--- src/rtl/writeback_arbiter.sv ---
// writeback_arbiter: merges ALU completions and load-queue returns onto one registered
// writeback port. Define WB_LOAD_BYPASS_EN to let loads skip an empty, uncontested load queue.
module writeback_arbiter #(
   parameter int unsigned NUM_WARPS      = 4,
   parameter int unsigned LQ_DEPTH       = 4,
   parameter int unsigned STARVE_LIMIT   = 4,
   parameter int unsigned WARP_SIZE      = 4,
   parameter int unsigned DATA_WIDTH     = 32,
   parameter int unsigned REG_ADDR_WIDTH = 5,
   parameter int unsigned WARP_ID_WIDTH  = (NUM_WARPS > 1) ? $clog2(NUM_WARPS) : 1,
   parameter int unsigned CNT_WIDTH      = $clog2(LQ_DEPTH) + 1
) (
   input  logic                            clk,
   input  logic                            rst,
   input  logic                            alu_valid,
   output logic                            alu_ready,
   input  logic [WARP_ID_WIDTH-1:0]        alu_warp_id,
   input  logic [REG_ADDR_WIDTH-1:0]       alu_rd,
   input  logic                            alu_reg_write,
   input  logic [WARP_SIZE-1:0]            alu_mask,
   input  logic [WARP_SIZE*DATA_WIDTH-1:0] alu_result,
   input  logic                            ld_valid,
   output logic                            ld_ready,
   input  logic [WARP_ID_WIDTH-1:0]        ld_warp_id,
   input  logic [REG_ADDR_WIDTH-1:0]       ld_rd,
   input  logic [WARP_SIZE-1:0]            ld_mask,
   input  logic [WARP_SIZE*DATA_WIDTH-1:0] ld_data,
   output logic                            wb_valid,
   output logic [WARP_ID_WIDTH-1:0]        wb_warp_id,
   output logic [REG_ADDR_WIDTH-1:0]       wb_rd,
   output logic                            wb_reg_write,
   output logic [WARP_SIZE-1:0]            wb_mask,
   output logic [WARP_SIZE*DATA_WIDTH-1:0] wb_result,
   output logic [CNT_WIDTH-1:0]            lq_count
);

   localparam int unsigned PTR_WIDTH    = $clog2(LQ_DEPTH);
   localparam int unsigned STARVE_WIDTH = $clog2(STARVE_LIMIT + 1);
   localparam logic [CNT_WIDTH-1:0]    LQ_FULL    = CNT_WIDTH'(LQ_DEPTH);
   localparam logic [STARVE_WIDTH-1:0] STARVE_MAX = STARVE_WIDTH'(STARVE_LIMIT);

   logic [WARP_ID_WIDTH-1:0]        lq_warp [LQ_DEPTH];
   logic [REG_ADDR_WIDTH-1:0]       lq_rd   [LQ_DEPTH];
   logic [WARP_SIZE-1:0]            lq_mask [LQ_DEPTH];
   logic [WARP_SIZE*DATA_WIDTH-1:0] lq_data [LQ_DEPTH];

   logic [PTR_WIDTH-1:0]    wr_ptr;
   logic [PTR_WIDTH-1:0]    rd_ptr;
   logic [STARVE_WIDTH-1:0] starve_cnt;
   logic                    lq_nonempty;
   logic                    lq_full;
   logic                    lq_grant;
   logic                    lq_push;
   logic                    alu_fire;

   assign lq_nonempty = (lq_count != '0);
   assign lq_full     = (lq_count == LQ_FULL);
   assign lq_grant    = lq_nonempty && (!alu_valid || lq_full || (starve_cnt == STARVE_MAX));
   assign alu_ready   = !lq_grant;
   assign alu_fire    = alu_valid && alu_ready;
   // ld_ready looks only at the registered count, so a same-cycle pop never frees a slot early
   assign ld_ready    = !lq_full;

`ifdef WB_LOAD_BYPASS_EN
   logic ld_bypass;
   assign ld_bypass = ld_valid && !lq_nonempty && !alu_valid;
   assign lq_push   = ld_valid && ld_ready && !ld_bypass;
`else
   assign lq_push   = ld_valid && ld_ready;
`endif

   always_ff @(posedge clk) begin
      if (lq_push) begin
         lq_warp[wr_ptr] <= ld_warp_id;
         lq_rd[wr_ptr]   <= ld_rd;
         lq_mask[wr_ptr] <= ld_mask;
         lq_data[wr_ptr] <= ld_data;
      end
   end

   always_ff @(posedge clk) begin
      if (rst) begin
         wr_ptr   <= '0;
         rd_ptr   <= '0;
         lq_count <= '0;
      end else begin
         if (lq_push) wr_ptr <= wr_ptr + 1'b1;
         if (lq_grant) rd_ptr <= rd_ptr + 1'b1;
         unique case ({lq_push, lq_grant})
            2'b10:   lq_count <= lq_count + 1'b1;
            2'b01:   lq_count <= lq_count - 1'b1;
            default: lq_count <= lq_count;
         endcase
      end
   end

   always_ff @(posedge clk) begin
      if (rst) begin
         starve_cnt <= '0;
      end else if (lq_grant || !lq_nonempty) begin
         starve_cnt <= '0;
      end else if (alu_fire && (starve_cnt != STARVE_MAX)) begin
         starve_cnt <= starve_cnt + 1'b1;
      end
   end

   // Payload holds its last value when idle; only valid and reg_write are forced low
   always_ff @(posedge clk) begin
      if (rst) begin
         wb_valid     <= 1'b0;
         wb_warp_id   <= '0;
         wb_rd        <= '0;
         wb_reg_write <= 1'b0;
         wb_mask      <= '0;
         wb_result    <= '0;
      end else begin
         wb_valid     <= 1'b0;
         wb_reg_write <= 1'b0;
         if (lq_grant) begin
            wb_valid     <= 1'b1;
            wb_warp_id   <= lq_warp[rd_ptr];
            wb_rd        <= lq_rd[rd_ptr];
            wb_reg_write <= (lq_rd[rd_ptr] != '0);
            wb_mask      <= lq_mask[rd_ptr];
            wb_result    <= lq_data[rd_ptr];
         end else if (alu_fire) begin
            wb_valid     <= 1'b1;
            wb_warp_id   <= alu_warp_id;
            wb_rd        <= alu_rd;
            wb_reg_write <= alu_reg_write && (alu_rd != '0);
            wb_mask      <= alu_mask;
            wb_result    <= alu_result;
`ifdef WB_LOAD_BYPASS_EN
         end else if (ld_bypass) begin
            wb_valid     <= 1'b1;
            wb_warp_id   <= ld_warp_id;
            wb_rd        <= ld_rd;
            wb_reg_write <= (ld_rd != '0);
            wb_mask      <= ld_mask;
            wb_result    <= ld_data;
`endif
         end
      end
   end

endmodule
--- config.mk ---
export PLATFORM = sky130hd
export DESIGN_NAME = writeback_arbiter
export DESIGN_NICKNAME = d
export VERILOG_FILES = /design/src/rtl/writeback_arbiter.sv
export SDC_FILE = /design/constraint.sdc
export NUM_CORES = 1
export LEC_CHECK = 0
export ABC_AREA = 1
export BUFFER_PORTS_ARGS = -buffer_cell sky130_fd_sc_hd__buf_2
export CORE_ASPECT_RATIO = 1.4
export CORE_MARGIN = 2
export CORE_UTILIZATION = 35
export DETAILED_ROUTE_END_ITERATION = 10
export SLEW_MARGIN = 15
export SYNTH_ARGS = -nofsm -noshare
export SYNTH_HDL_FRONTEND = slang
export SYNTH_SLANG_ARGS = --single-unit
--- constraint.sdc ---
create_clock -name clk -period 8.05 [get_ports clk]
set_input_delay 1.61 -clock clk [delete_from_list [all_inputs] [get_ports clk]]
set_output_delay 1.61 -clock clk [all_outputs]
set_load 0.05 [all_outputs]
Yosys cells after proc, flatten, opt, wreduce, memory -nomap -nowiden
Memories as Yosys holds them, arrays and structs flattened. A register that Yosys moved wholly into a read port is not among the register bits.
Cells that the tools add are included.
{"block": "op_classes", "addsub": 5, "eq_ne": 5, "mux": 23, "n_reduce_logical": 18}
{"cell": "$mux 128", "n": 2}
{"cell": "$mux 2", "n": 10}
{"cell": "$mux 5", "n": 2}
{"cell": "$reduce_bool 5->1", "n": 2}
{"cell": "$mux 4", "n": 2}
{"cell": "$add 3x1->3 const B", "n": 2}
{"cell": "$eq 3x3->1 const B", "n": 2}
{"cell": "$mux 1", "n": 6}
{"cell": "$pmux 3 s2", "n": 1}
{"cell": "$logic_and 1x1->1", "n": 5}
{"cell": "$add 2x1->2 const B", "n": 2}
{"cell": "$logic_not 1->1", "n": 4}
{"cell": "$reduce_bool 2->1", "n": 2}
{"cell": "$logic_or 1x1->1", "n": 3}
{"cell": "$ne 3x3->1 const B", "n": 1}
{"cell": "$reduce_bool 3->1", "n": 1}
{"cell": "$sub 3x1->3 const B", "n": 1}
{"cell": "$eq 2x1->1 const B", "n": 1}
{"cell": "$eq 2x2->1 const B", "n": 1}
{"cell": "$reduce_or 2->1", "n": 1}
{"block": "totals", "register_bits": 151, "mem_bits_rw": 556, "in_bits": 283, "output_inout_bits": 146, "elab_cells": 65, "n_memories": 4}
{"name": "lq_data", "depth": 4, "width": 128, "rd": 1, "rd_clocked_by_memory_dff": 1, "wr": 1, "line_no": "45", "rtl": "logic [WARP_SIZE*DATA_WIDTH-1:0] lq_data [LQ_DEPTH];"}
{"name": "lq_rd", "depth": 4, "width": 5, "rd": 1, "rd_clocked_by_memory_dff": 1, "wr": 1, "line_no": "43", "rtl": "logic [REG_ADDR_WIDTH-1:0] lq_rd [LQ_DEPTH];"}
{"name": "lq_mask", "depth": 4, "width": 4, "rd": 1, "rd_clocked_by_memory_dff": 1, "wr": 1, "line_no": "44", "rtl": "logic [WARP_SIZE-1:0] lq_mask [LQ_DEPTH];"}
{"name": "lq_warp", "depth": 4, "width": 2, "rd": 1, "rd_clocked_by_memory_dff": 1, "wr": 1, "line_no": "42", "rtl": "logic [WARP_ID_WIDTH-1:0] lq_warp [LQ_DEPTH];"}

Depth between registers and ports, before layout
{"block": "logic_depth", "word_depth": 8, "ltp_mapped": 15, "depth_no_buf": 13}

Worst setup path before layout
Ideal clock, no wire load.
{"block": "synth_path", "kind": "input-to-reg", "startpoint": "in ld_valid", "endpoint": "mem lq_data[0][0] in the netlist's numbering, enable pin", "setup_time_ns": 0.640, "arrival_ns": 7.575, "path_slack_ns": -0.165, "cell_stages": 2, "n_path_buf": 0, "path_cell_list": "nand2_1 -> nor2_1"}
{"block": "synth_via", "elab_chain_len": 3}
{"element": "start: declaration", "line_no": "22", "rtl": "input logic ld_valid,"}
{"element": "$logic_and 1x1->1", "line_no": "69", "rtl": "assign lq_push = ld_valid && ld_ready;"}
{"element": "$mux 1", "line_no": "73", "rtl": "if (lq_push) begin"}
{"element": "$mux 1 (not written as such)", "line_no": "77", "rtl": "lq_data[wr_ptr] <= ld_data;"}
{"element": "end: declaration", "line_no": "45"}
No other way between the ends.

Worst setup path in the final report
{"block": "layout_path", "startpoint": "in alu_valid", "endpoint": "out alu_ready"}
{"block": "layout_via", "elab_chain_len": 5}
{"element": "start: declaration", "line_no": "15", "rtl": "input logic alu_valid,"}
{"element": "$logic_not 1->1", "line_no": "58", "rtl": "assign lq_grant = lq_nonempty && (!alu_valid || lq_full || (starve_cnt == STARVE_MAX));"}
{"element": "$logic_or 1x1->1 (2 in series)", "line_no": "58"}
{"element": "$logic_and 1x1->1", "line_no": "58"}
{"element": "$logic_not 1->1", "line_no": "59", "rtl": "assign alu_ready = !lq_grant;"}
{"element": "end: declaration", "line_no": "16", "rtl": "output logic alu_ready,"}
No other way between the ends.

==> flow_metrics.env <==
export IMPL_root_buffer="clkbuf_16"
export IMPL_end_kind="output port"
export IMPL_drt_total_wl_um=69700
export IMPL_reg2reg_setup_slack_ns=4.89
export IMPL_cts_resized=0
export IMPL_min_period_ns=4.72
export IMPL_setup_viol=0
export IMPL_numPortBuffers=428
export IMPL_cts_inserted_buffers=74
export IMPL_route_vias_total=19300
export IMPL_hold_class="reg -> reg"
export IMPL_pwr_density_cell_nw_per_um2=377
export IMPL_synthCells=2627
export IMPL_wl_per_cell_um=16.9
export IMPL_cap_violations=0
export IMPL_syn_nets=2918
export IMPL_synth_cell_types=24
export IMPL_dp_hpwl_um=39100
export IMPL_syn_area_per_cell_um2=10.6
export IMPL_ios=429
export IMPL_synth_top_family_by_area="simple AND/OR/NAND/NOR gates"
export IMPL_layoutNonFillerInstCount=4122
export IMPL_synth_top_area_share_pct=60.1
export IMPL_drive_gt1_share_pct=19.0
export IMPL_synth_ff_latch_count=709
export IMPL_synth_compound_area_share_pct=2.89
export IMPL_detailed_place_area_um2=30800
export IMPL_first_pass_iters=5
export IMPL_hold_violations=0
export IMPL_cp_cell_sequence="buf_2, nand2_1, nand2_2, nand2_8, inv_2, buf_4, buf_2"
export IMPL_worst_pin_slew_ns=1.36
export IMPL_synthSimpleGateAreaFrac_pct=22.6
export IMPL_grt_ovfl_total=0
export IMPL_cts_max_path_buffers=3
export IMPL_tritoncts="done"
export IMPL_synth_area_leader_cell="edfxtp_1"
export IMPL_synthesis_area_um2=27800
export IMPL_grt_pass1_vias=18600
export IMPL_fmax_mhz=212
export IMPL_arrival_ns=3.11
export IMPL_synth_seq_area_share_pct=71.1
export IMPL_routabilityCongestion=0.740
export IMPL_insertion_delay_ns=0.62
export IMPL_path_max_fanout=80
export IMPL_path_clk_slew_ns=0.06
export IMPL_finalNetCount=3289
export IMPL_cts_setup_buffers=0
export IMPL_dieWidth_um=242
export IMPL_yosysWarnings=0
export IMPL_drc=0
export IMPL_finalPower_uw=12500
export IMPL_setup_tns_ns=0
export IMPL_yosysMostFrequentCell="nand2_1"
export IMPL_ctsHoldBuffers=0
export IMPL_fin_area_um2=33300
export IMPL_netlist_top_cells_area="edfxtp_1 (60%), nand2_1 (15%), dfxtp_1 (11%)"
export IMPL_cpMostUsedCell="buf_2"
export IMPL_worstSetupStartpointType="primary input"
export IMPL_final_util_pct=42.2
export IMPL_grt_usage_pct=16.9
export IMPL_area_growth_pct=19.9
export IMPL_via_per_inst=4.69
export IMPL_place_inst=3976
export IMPL_path_class="in -> out"
export IMPL_ant_nets=0
export IMPL_synthXorXnorAreaFrac_pct=0.0315
export IMPL_total_leakage_power_uw=0.0133
export IMPL_start_util_pct=35.2
export IMPL_synthAdderAreaFrac_pct=0.387
export IMPL_antenna_found_initial=20
export IMPL_htree_levels=3
export IMPL_rows=122
export IMPL_synthMuxAreaShare_pct=0
export IMPL_worst_ep_required_time_ns=6.44
export IMPL_grt_pass1_wl_um=107000
export IMPL_core_um2=78900
export IMPL_rsz0062_at_grt="no"
export IMPL_cpMaxStageDelayCell="buf_4"
export IMPL_clock_skew_ns=0.0172
export IMPL_synthFlopType="edfxtp_1"
export IMPL_crit_path_max_incr_delay_ns=0.42
export IMPL_drv_slew=0
export IMPL_grt_max_degree=154
export IMPL_drt_iter0_markers=1208
export IMPL_die_h_um=337
export IMPL_crit_family="buffers and inverters"
export IMPL_synthTopCellsByCount="nand2_1 (1096), edfxtp_1 (556), nand3_1 (283), nor2_1 (188), dfxtp_1 (153)"
export IMPL_synth_edff_count=556
export IMPL_crit_buf_inv=4
export IMPL_max_vdd_ir_drop_mv=0.351
export IMPL_dieArea_um2=81700
export IMPL_min_period_over_period_pct=58.6
export IMPL_status="finished, final reports clean"
export IMPL_async_reset_ff_share_pct=0
export IMPL_relSlewSlack_pct=9.64
export IMPL_clock_sinks=709
[metal layers]
metal  track usage [%]  up-vias  part of all wire (%)
met5                 0        -                  0.19
met4              6.50       20                   2.7
met3              3.65      118                   5.6
met2              29.0      469                    49
met1              20.8     9137                    42
li1                  -     9581                     -
[final cells by class]
cell class                 count  area, um2
antenna                       11       27.5
clock buffer                 103       2150
clock inverter                32        352
fill                        7546      45600
inverter                      26        110
multi-input combinational   1739       7250
sequential                   709      19800
tap                         1054       1320
timing repair buffer         448       2340
[stage by stage]
stage | setup WS (ns) | hold WS, ns
after floorplan | -0.165 | 0.417
after global placement | 3.28 | 0.429
after detailed placement | 3.28 | 0.441
after CTS | 3.28 | 0.450
after global routing | 3.17 | 0.465
final | 3.33 | 0.446
[cells in the final DEF, fill, tap and decap left out, drive strengths merged]
master and n:
edfxtp 556, dfxtp 153, o211ai 3, inv 31, nor2 190, nand3 283, clkbuf 103, buf 448
diode 11, clkinv 18, xnor2 1, nand4 1, fa 1, nand2 1099, ha 7, clkinvlp 2
bufinv 7, a21oi 8, o21ai 146
[flip-flops by register name, indices dropped and copies added (netlist names), named ones only]
name,count
starve_cnt,3
wb_valid,1
wb_reg_write,1
lq_data,512
lq_warp,8
rd_ptr,2
lq_rd,20
wb_mask,4
wb_rd,5
lq_mask,16
lq_count,3
wb_warp_id,2
wb_result,128
wr_ptr,2
[report_power, final]
part           switching (uW)  total, uW  leakage [uW]  internal (uW)
sequential                265       4860       0.00637           4590
clock                    1390       3490       0.00124           2100
combinational            3220       4200       0.00566            978
total                    4880      12500        0.0133           7670
[logic make-up (layout without fill, tap and decap cells)]
family / after synthesis / in the layout
DFF: 709 / 709
xor gates and xnor gates: 1 / 1
AOI/OAI and AO/OA: 157 / 157
and+or+nand+nor: 1573 / 1573
buffers and inverters: 179 / 609
other: 0 / 11
adders and majority gates: 8 / 8
[final timing paths]
check | from | cells after the start | end
worst max-delay path | alu_valid | 7 | alu_ready
worst min register to register | starve_cnt[0]$_SDFFE_PP0P_ | 1 | starve_cnt[0]$_SDFFE_PP0P_
worst max register to register | register | 8 | wb_result[39]$_SDFFE_PP0P_
worst min-delay path | starve_cnt[0]$_SDFFE_PP0P_ | 1 | starve_cnt[0]$_SDFFE_PP0P_
No activity file was read; power rests on OpenSTA's default activity.
